## src/rtl/ro_scheduler_if.sv

```systemverilog
// Readout scheduler bus: per-channel inputs towards the scheduler and the
// serialised readout stream back from it.
//   master : drives en, latch_mode, in_eve, in_pol_eve; observes the outputs
//   slave  : the scheduler itself
interface ro_scheduler_if #(
   parameter int unsigned N_CH = 8,
   parameter int unsigned CH_W = 3
);
   logic            en;
   logic            latch_mode;
   logic [N_CH-1:0] in_eve;
   logic [N_CH-1:0] in_pol_eve;
   logic [N_CH-1:0] gray;
   logic            out_mux_eve;
   logic            out_mux_pol_eve;
   logic [CH_W-1:0] out_ch;
   logic            out_valid;
   logic            out_ovf;
   logic            frame;

   modport master (
      output en, latch_mode, in_eve, in_pol_eve,
      input  gray, out_mux_eve, out_mux_pol_eve, out_ch, out_valid, out_ovf, frame
   );

   modport slave (
      input  en, latch_mode, in_eve, in_pol_eve,
      output gray, out_mux_eve, out_mux_pol_eve, out_ch, out_valid, out_ovf, frame
   );
endinterface

```

## src/rtl/ro_scheduler.sv

```systemverilog
// Binary-weighted readout scheduler. A free-running slot counter (enabled by
// bus.en) decodes to a frame slot (cnt==0) or to channel k = trailing zeros of
// cnt, so channel k is read once every 2^(k+1) cycles. The served channel's
// event/polarity bits are registered onto one output pair together with the
// channel index, valid, frame and overflow flags. In sticky mode per-channel
// latches hold events that arrive between a channel's slots.
// Ports:
//   clk_master : master clock, all state on its rising edge
//   reset      : asynchronous active-high reset
//   bus        : ro_scheduler_if slave (en, latch_mode, in_eve, in_pol_eve in;
//                gray, out_mux_eve, out_mux_pol_eve, out_ch, out_valid,
//                out_ovf, frame out)
module ro_scheduler #(
   parameter int unsigned N_CH = 8,
   parameter int unsigned CH_W = 3
) (
   input logic           clk_master,
   input logic           reset,
   ro_scheduler_if.slave bus
);

   logic [N_CH-1:0] cnt_q, cnt_d, gray_q;
   logic [N_CH-1:0] ev_lat_q, ev_lat_d;
   logic [N_CH-1:0] pol_lat_q, pol_lat_d;
   logic [N_CH-1:0] ovf_lat_q, ovf_lat_d;

   logic [N_CH-1:0] slot_mask;    // one-hot owner of the current slot, 0 on frame slot
   logic [N_CH-1:0] served_mask;  // slot_mask qualified by en
   logic [N_CH-1:0] hit;
   logic [CH_W-1:0] slot_ch;
   logic            slot_frame;

   logic in_e, in_p, lat_e, lat_p, lat_o;
   logic srv_eve, srv_pol, srv_ovf;

   logic [CH_W-1:0] ch_q, ch_d;
   logic valid_q, valid_d, frame_q, frame_d;
   logic eve_q, eve_d, pol_q, pol_d, ovf_q, ovf_d;

   // Slot decode: isolating the lowest set bit gives the owner channel.
   always_comb begin
      slot_frame  = (cnt_q == '0);
      slot_mask   = cnt_q & (~cnt_q + N_CH'(1));
      served_mask = bus.en ? slot_mask : '0;
      slot_ch     = '0;
      for (int i = 0; i < N_CH; i++) begin
         if (slot_mask[i]) slot_ch = CH_W'(i);
      end
   end

   // Served channel data.
   always_comb begin
      in_e  = |(bus.in_eve & slot_mask);
      in_p  = |(bus.in_pol_eve & slot_mask);
      lat_e = |(ev_lat_q & slot_mask);
      lat_p = |(pol_lat_q & slot_mask);
      lat_o = |(ovf_lat_q & slot_mask);
      if (bus.latch_mode) begin
         srv_eve = lat_e | in_e;
         srv_pol = (in_e ? in_p : lat_p) & srv_eve;
         srv_ovf = lat_o | (lat_e & in_e);
      end else begin
         srv_eve = in_e;
         srv_pol = in_p & in_e;
         srv_ovf = 1'b0;
      end
   end

   // Capture latches: the served channel is cleared, others accumulate.
   // Latch updates run regardless of en so stalls never drop events.
   always_comb begin
      hit       = bus.in_eve & ~served_mask;
      ev_lat_d  = (ev_lat_q | hit) & ~served_mask;
      pol_lat_d = ((pol_lat_q & ~hit) | (bus.in_pol_eve & hit)) & ~served_mask;
      ovf_lat_d = (ovf_lat_q | (ev_lat_q & hit)) & ~served_mask;
      if (!bus.latch_mode) begin
         ev_lat_d  = '0;
         pol_lat_d = '0;
         ovf_lat_d = '0;
      end
   end

   // Counter and output register next state.
   always_comb begin
      cnt_d   = bus.en ? cnt_q + N_CH'(1) : cnt_q;
      ch_d    = ch_q;
      valid_d = 1'b0;
      frame_d = 1'b0;
      eve_d   = 1'b0;
      pol_d   = 1'b0;
      ovf_d   = 1'b0;
      if (bus.en) begin
         if (slot_frame) begin
            frame_d = 1'b1;
            ch_d    = '0;
         end else begin
            valid_d = 1'b1;
            ch_d    = slot_ch;
            eve_d   = srv_eve;
            pol_d   = srv_pol;
            ovf_d   = srv_ovf;
         end
      end
   end

   always_ff @(posedge clk_master or posedge reset) begin
      if (reset) begin
         cnt_q     <= '0;
         gray_q    <= '0;
         ev_lat_q  <= '0;
         pol_lat_q <= '0;
         ovf_lat_q <= '0;
         ch_q      <= '0;
         valid_q   <= 1'b0;
         frame_q   <= 1'b0;
         eve_q     <= 1'b0;
         pol_q     <= 1'b0;
         ovf_q     <= 1'b0;
      end else begin
         cnt_q     <= cnt_d;
         gray_q    <= cnt_d ^ (cnt_d >> 1);
         ev_lat_q  <= ev_lat_d;
         pol_lat_q <= pol_lat_d;
         ovf_lat_q <= ovf_lat_d;
         ch_q      <= ch_d;
         valid_q   <= valid_d;
         frame_q   <= frame_d;
         eve_q     <= eve_d;
         pol_q     <= pol_d;
         ovf_q     <= ovf_d;
      end
   end

   assign bus.gray            = gray_q;
   assign bus.out_ch          = ch_q;
   assign bus.out_valid       = valid_q;
   assign bus.frame           = frame_q;
   assign bus.out_mux_eve     = eve_q;
   assign bus.out_mux_pol_eve = pol_q;
   assign bus.out_ovf         = ovf_q;

endmodule

```

## src/flat_wrapper.sv

```systemverilog
// flat-port wrapper written by rule: the top's interface ports become plain ports
module ro_scheduler_flat 
#(
   parameter int unsigned N_CH = 8,
   parameter int unsigned CH_W = 3
)
  (clk_master, reset, bus_en, bus_latch_mode, bus_in_eve, bus_in_pol_eve, bus_gray, bus_out_mux_eve, bus_out_mux_pol_eve, bus_out_ch, bus_out_valid, bus_out_ovf, bus_frame);
  ro_scheduler_if #(.N_CH(N_CH), .CH_W(CH_W)) bus_i ();
  input logic clk_master;
  input logic reset;
  input wire logic [$bits(bus_i.en)-1:0] bus_en;
  input wire logic [$bits(bus_i.latch_mode)-1:0] bus_latch_mode;
  input wire logic [$bits(bus_i.in_eve)-1:0] bus_in_eve;
  input wire logic [$bits(bus_i.in_pol_eve)-1:0] bus_in_pol_eve;
  output wire logic [$bits(bus_i.gray)-1:0] bus_gray;
  output wire logic [$bits(bus_i.out_mux_eve)-1:0] bus_out_mux_eve;
  output wire logic [$bits(bus_i.out_mux_pol_eve)-1:0] bus_out_mux_pol_eve;
  output wire logic [$bits(bus_i.out_ch)-1:0] bus_out_ch;
  output wire logic [$bits(bus_i.out_valid)-1:0] bus_out_valid;
  output wire logic [$bits(bus_i.out_ovf)-1:0] bus_out_ovf;
  output wire logic [$bits(bus_i.frame)-1:0] bus_frame;
  assign bus_i.en = bus_en;
  assign bus_i.latch_mode = bus_latch_mode;
  assign bus_i.in_eve = bus_in_eve;
  assign bus_i.in_pol_eve = bus_in_pol_eve;
  assign bus_gray = bus_i.gray;
  assign bus_out_mux_eve = bus_i.out_mux_eve;
  assign bus_out_mux_pol_eve = bus_i.out_mux_pol_eve;
  assign bus_out_ch = bus_i.out_ch;
  assign bus_out_valid = bus_i.out_valid;
  assign bus_out_ovf = bus_i.out_ovf;
  assign bus_frame = bus_i.frame;
  ro_scheduler #(.N_CH(N_CH), .CH_W(CH_W)) u_core (.clk_master(clk_master), .reset(reset), .bus(bus_i));
endmodule
```

## config.mk

```make
export PLATFORM = sky130hd
export DESIGN_NAME = ro_scheduler_flat
export DESIGN_NICKNAME = d
export VERILOG_FILES = /design/src/rtl/ro_scheduler_if.sv /design/src/rtl/ro_scheduler.sv /design/src/flat_wrapper.sv
export SDC_FILE = /design/constraint.sdc
export NUM_CORES = 1
export LEC_CHECK = 0
export CAP_MARGIN = 20
export CELL_PAD_IN_SITES_DETAIL_PLACEMENT = 1
export CELL_PAD_IN_SITES_GLOBAL_PLACEMENT = 1
export CORE_MARGIN = 5
export CORE_UTILIZATION = 41
export CTS_CLUSTER_SIZE = 28
export DETAILED_ROUTE_END_ITERATION = 10
export PLACE_DENSITY = 0.8
export SYNTH_ARGS = -nofsm -noshare
export SYNTH_HDL_FRONTEND = slang
export SYNTH_SLANG_ARGS = --single-unit
```

## constraint.sdc

```tcl
create_clock -name clk_master -period 2.54 [get_ports clk_master]
set_input_delay 0.508 -clock clk_master [delete_from_list [all_inputs] [get_ports clk_master]]
set_output_delay 0.508 -clock clk_master [all_outputs]
set_load 0.01 [all_outputs]
```

==> results_dict.tcl, run 1 <==
set metrics [dict create \
    syn2layout_area_growth_pct 23.28 \
    post-dp-hpwl_mm 4.108 \
    track_usage_pct 16.10 \
    gp_congestion 0.8265 \
    cts_buffers 5 \
    pwr-share-comb_pct 38.0 \
    yosysTopAreaCell "dfrtp_1" \
    synth-seq-cells 47 \
    tns_ps 0 \
    crit_path_end "u_core.bus.out_mux_pol_eve$_DFF_PP0_" \
    clock_latency_ps 300 \
    r2r_end "u_core.bus.out_mux_pol_eve$_DFF_PP0_" \
    drive_gt1_share_pct 7.463 \
    drc_errors 0 \
    synth_fp_nets 256 \
    portBuffers 35 \
    intPower_mw 1.735 \
    nNetsFinal 291 \
    p_seq_share_pct 41.0 \
    die_w_um 85.08 \
    power.density_nw_per_um2 946.4 \
    post_cts_buffers 0 \
    startpoint "u_core.cnt_q[1]$_DFF_PP0_" \
    report.final.slew_viol_count 0 \
    antenna_found_initial 0 \
    path_clk_slew_ps 90 \
    peakVddDrop_v 0.0006093 \
    max_freq_mhz 457.5 \
    coreArea_um2 5507 \
    max_slew_margin_pct 63.13 \
    cts_tree "built" \
    dpl_cell_area_um2 2731 \
    ys_top_cells_by_area "dfrtp_1, nor2_1, nand2_1" \
    dpl_worst_slack_ps 208.0 \
    io_pins 36 \
    firstDrtPassIters 5 \
    cp-end-kind "flip-flop" \
    yosys.cell_types.count 42 \
    tightest_slew_ps 552.2 \
    grt_pass1_vias 1899 \
    period_minus_slack_ps 2186 \
    ys_seq_area_share_pct 50.89 \
    synthArstFlopShare_pct 100.0 \
    reg2reg_from "u_core.cnt_q[1]$_DFF_PP0_" \
    synthCells 232 \
    hold_viol 0 \
    synth_common_cells "dfrtp_1, nor2_1, nand2_1, inv_1, a21oi_1" \
    synth_most_common_cell "dfrtp_1" \
    htreeDepth 2 \
    startpoint_type "flip-flop" \
    postLayoutCellArea_um2 2849 \
    fin_crit_sh_pct 86.06 \
    swShare_pct 35.64 \
    maxCapViolCount 0 \
    p_leak_nw 1.267 \
    avgSynthCellArea_um2 9.961 \
    arrival_ps 2370 \
    syn_area_um2 2311 \
    final_util_pct 51.74 \
    root_buffer "clkbuf_8" \
    cts_resized 0 \
    rrSetupSlack_ps 350 \
    vias 1787 \
    cts_sinks 47 \
    hold_buffers 0 \
    drt-wirelength-per-cell_um 16.13 \
    r2r_cells 7 \
    initial_core_util_pct 41.97 \
    wirelength_mm 5.485 \
    chipHeight_um 85.08 \
    synth_top_area_share_pct 50.89 \
    overflow 0 \
    vias_per_cell 5.256 \
    drt_iter0_drc 71 \
    ys_warn_count 0 \
    holdCritPathClass "reg -> reg" \
    skew_ps 8.641 \
    cts_buffer_depth 2 \
    status "completed" \
    synth_ff_type "dfrtp_1" \
    crit_required_ps 2720 \
    synth_edf_count 0 \
    rows 27 \
    grt_max_degree 26 \
    setup_slack_ps 354.0 \
    critPathMaxFanout 7 \
    power.switching_uw 960.9 \
    worstSetupPathType "reg -> reg" \
    setup_violations 0 \
    clkPwrFrac_pct 20.9 \
    die-area_um2 7238 \
    postRouteAntennaNets 0 \
    rsz0062_at_grt "false" \
    insertedDiodeCount 0 \
    grt_pass1_wl_mm 9.321 \
]
## metrics by stage
step | instances | power (mW) | hold WS, ps
after floorplan | 232 | 1.778 | 462.1
after global placement | 332 | 2.108 | 475.7
after detailed placement | 332 | 2.142 | 489.1
after CTS | 340 | 2.726 | 510.6
after global routing | 340 | 2.877 | 533.8
final | 340 | 2.696 | 510.6
## per-layer routing
metal	GRT usage (%)	vias to the layer above	wire length [µm]
li1	-	868	-
met1	22.05	865	2620
met2	23.80	44	2495
met3	5.728	10	287
met4	5.036	0	81
met5	0	-	0
## registers in the layout, indices dropped and copies added, names as in the netlist
register                    cells
u_core.ovf_lat_q                8
u_core.bus.gray                 7
u_core.cnt_q                    8
u_core.pol_lat_q                8
u_core.bus.out_mux_pol_eve      1
u_core.bus.out_mux_eve          1
u_core.ev_lat_q                 8
u_core.bus.out_ovf              1
u_core.bus.out_ch               3
u_core.bus.frame                1
u_core.bus.out_valid            1
## placed cells by master (no fill, tap or decap), types with 3 or more instances in the layout
master / count
a21oi_1: 12
a222oi_1: 3
a22o_1: 3
and2_1: 3
and3_1: 3
buf_4: 4
clkbuf_8: 6
clkdlybuf4s50_1: 35
dfrtp_1: 47
ha_1: 4
inv_1: 13
mux2i_1: 9
nand2_1: 28
nand3_1: 4
nand4_1: 6
nor2_1: 36
nor4bb_1: 3
o211ai_1: 3
o22ai_1: 5
xnor2_1: 7
xor2_1: 6
## cell type report
class	instances	area, µm²
flip-flops and latches	47	1176
multi-input cells	159	1012
clock inverters	2	35.03
fillers	632	2658
well taps	72	90.09
inverters	14	52.55
repair buffers	40	400.4
clock buffers	6	82.58
## worst min path at each step
stage	from	to	slack (ps)	cells past startpoint
after detailed placement	u_core.ovf_lat_q[5]$_DFF_PP0_	u_core.ovf_lat_q[5]$_DFF_PP0_	490	2
after global placement	u_core.ovf_lat_q[6]$_DFF_PP0_	u_core.ovf_lat_q[6]$_DFF_PP0_	480	2
after CTS	u_core.ovf_lat_q[5]$_DFF_PP0_	u_core.ovf_lat_q[5]$_DFF_PP0_	510	2
after floorplan	u_core.ovf_lat_q[0]$_DFF_PP0_	u_core.ovf_lat_q[0]$_DFF_PP0_	460	2
final	u_core.ovf_lat_q[5]$_DFF_PP0_	u_core.ovf_lat_q[5]$_DFF_PP0_	510	2
after global routing	u_core.ovf_lat_q[4]$_DFF_PP0_	u_core.ovf_lat_q[4]$_DFF_PP0_	530	2
## power groups by stage
stage          clock network (mW)  registers, mW  logic, mW
2_1_floorplan                   0           1.07      0.712
3_3_place_gp                    0           1.11      0.996
3_5_place_dp                    0           1.12       1.02
4_1_cts                     0.579           1.11       1.04
5_1_grt                     0.618           1.14       1.12
6_report                    0.564           1.11       1.03
## kinds of logic (layout without fill, tap and decap cells)
group	Yosys count	count (layout)	synth area share, %
xor+xnor	13	13	4.927
mux	9	9	3.898
simple gates	97	97	21.22
buf+inv	26	62	5.306
compound gates	36	36	11.59
fa+ha+maj	4	4	2.166
flops	47	47	50.89
## worst max-delay path, cell delays in order, from the launching register on
cell      delay [ps]
dfrtp_1          510
inv_1             80
ha_1             260
and2_4           210
a221o_1          330
or3b_4           400
o221ai_2         160
o22ai_1          110
No activity file was read; power rests on OpenSTA's default activity.
==> inputs of run 2 (changes only) <==
CORE_UTILIZATION = 28   (was 41)
PLACE_DENSITY = 0.58   (was 0.8)
==> run 2 against run 1 <==
Effect of this change: largest power group unchanged; critical endpoint unchanged; final cell count is 10% higher; global-route usage is 3.9 points lower; core utilization is 16 points lower; final area is 1.1% higher; clock skew is 2.1 ps lower; clock power is 11% lower; routed wire length is 4.9% higher; via count is 0.90% lower; first-iteration DRC count is 34% lower; critical path depth is 1 lower.
==> results_dict.tcl, run 2 (synthesis results as in run 1) <==
set metrics [dict create \
    cts_resized 0 \
    maxCapViolCount 0 \
    io_pins 36 \
    vias_per_cell 4.735 \
    drc_errors 0 \
    status "completed" \
    critPathMaxFanout 7 \
    skew_ps 6.569 \
    crit_required_ps 2730 \
    path_clk_slew_ps 90 \
    antenna_found_initial 0 \
    dpl_worst_slack_ps 219.3 \
    fill_cells 933 \
    final_common_cell "dfrtp_1" \
    insertedDiodeCount 0 \
    setup_slack_ps 412.4 \
    post-dp-hpwl_mm 4.404 \
    postRouteAntennaNets 0 \
    report.final.slew_viol_count 0 \
    tns_ps 0 \
    holdCritPathClass "reg -> reg" \
    syn2layout_area_growth_pct 24.63 \
    worstSetupPathType "reg -> reg" \
    period_minus_slack_ps 2128 \
    dp_cells 366 \
    cts_tree "built" \
    die-area_um2 10170 \
    stdcell_count 374 \
    root_buffer "clkbuf_8" \
    cts_buffers 5 \
    fin_crit_sh_pct 83.76 \
    hold_viol 0 \
    tightest_slew_ps 517.6 \
    grt_pass1_wl_mm 9.798 \
    rsz0062_at_grt "false" \
    drt-wirelength-per-cell_um 15.39 \
    r2r_end "u_core.bus.out_mux_pol_eve$_DFF_PP0_" \
    clock_latency_ps 300 \
    cp-end-kind "flip-flop" \
    grt_max_degree 27 \
    p_leak_nw 1.263 \
    rrSetupSlack_ps 410 \
    grt_pass1_vias 1933 \
    max_freq_mhz 470.0 \
    cts_buffer_depth 2 \
    crit_path_end "u_core.bus.out_mux_pol_eve$_DFF_PP0_" \
    portBuffers 35 \
    postLayoutCellArea_um2 2880 \
    nNetsFinal 292 \
    chipHeight_um 100.9 \
    final_util_pct 35.41 \
    layout_common_cells "dfrtp_1, nor2_1, clkdlybuf4s50_1" \
    arrival_ps 2310 \
    r2r_cells 6 \
    coreArea_um2 8134 \
    setup_violations 0 \
    htreeDepth 2 \
    wirelength_mm 5.755 \
    initial_core_util_pct 28.41 \
    firstDrtPassIters 6 \
    drt_iter0_drc 47 \
    dpl_cell_area_um2 2780 \
    startpoint "u_core.cnt_q[1]$_DFF_PP0_" \
    track_usage_pct 12.18 \
    power.density_nw_per_um2 912.4 \
    max_slew_margin_pct 65.23 \
    peakVddDrop_v 0.0003328 \
    reg2reg_from "u_core.cnt_q[1]$_DFF_PP0_" \
    rows 33 \
    post_cts_buffers 0 \
    hold_buffers 0 \
    die_w_um 100.9 \
    startpoint_type "flip-flop" \
    gp_congestion 0.8025 \
    min_from "u_core.ovf_lat_q[3]$_DFF_PP0_" \
    overflow 0 \
    drive_gt1_share_pct 7.435 \
    vias 1771 \
    cts_sinks 47 \
]
==> run 2: changes by cell type in the layout (fill, tap and decap cells not counted), sizes merged <==
cell,change
clkbuf,+2
buf,+1
bufinv,-1
clkinv,-1
==> run 2: layout make-up <==
| cell class | count | area, µm² | share of cell area, % |
|---|---|---|---|
| Sequential cell | 47 | 1176 | 40.83 |
| Inverter | 14 | 52.55 | 1.825 |
| Multi-Input combinational cell | 159 | 1012 | 35.14 |
| Tap cell | 105 | 131.4 | 4.561 |
| Timing Repair Buffer | 41 | 407.9 | 14.16 |
| Clock buffer | 8 | 100.1 | 3.475 |
==> run 2: critical path, cell delays in order (launching register included) <==
cell and delay [ps]:
dfrtp_1 470, ha_1 310, a22o_1 270, a221o_1 290, or3b_4 400, o221ai_2 160, o22ai_1 100
==> run 2: layer usage <==
layer	up-vias	global-route usage [%]	wire length (µm)
met5	-	0	0
met4	0	3.731	105
met3	14	2.768	292
met2	43	18.99	2562
met1	847	16.78	2794
li1	867	-	-
==> run 2: worst min path at each step <==
| stage | endpoint | slack [ps] | depth (start not counted) |
|---|---|---|---|
| after floorplan | u_core.ovf_lat_q[0]$_DFF_PP0_ | 460 | 2 |
| after global routing | u_core.ovf_lat_q[5]$_DFF_PP0_ | 540 | 2 |
| final | u_core.ovf_lat_q[3]$_DFF_PP0_ | 520 | 2 |
| after detailed placement | u_core.ovf_lat_q[0]$_DFF_PP0_ | 500 | 2 |
| after CTS | u_core.ovf_lat_q[6]$_DFF_PP0_ | 530 | 2 |
| after global placement | u_core.ovf_lat_q[6]$_DFF_PP0_ | 480 | 2 |
==> run 2: per-stage QoR <==
step,hold slack [ps],power [mW]
floorplan,462.1,1.778
finish,520.4,2.628
CTS,527.9,2.677
global route,544.1,2.831
detailed placement,501.7,2.151
global placement,478.8,2.147
==> run 2: power by group <==
part           switching [mW]  internal, mW
Sequential              0.158         0.925
Combinational           0.544         0.501
Clock                   0.251         0.249
Total                   0.953          1.67
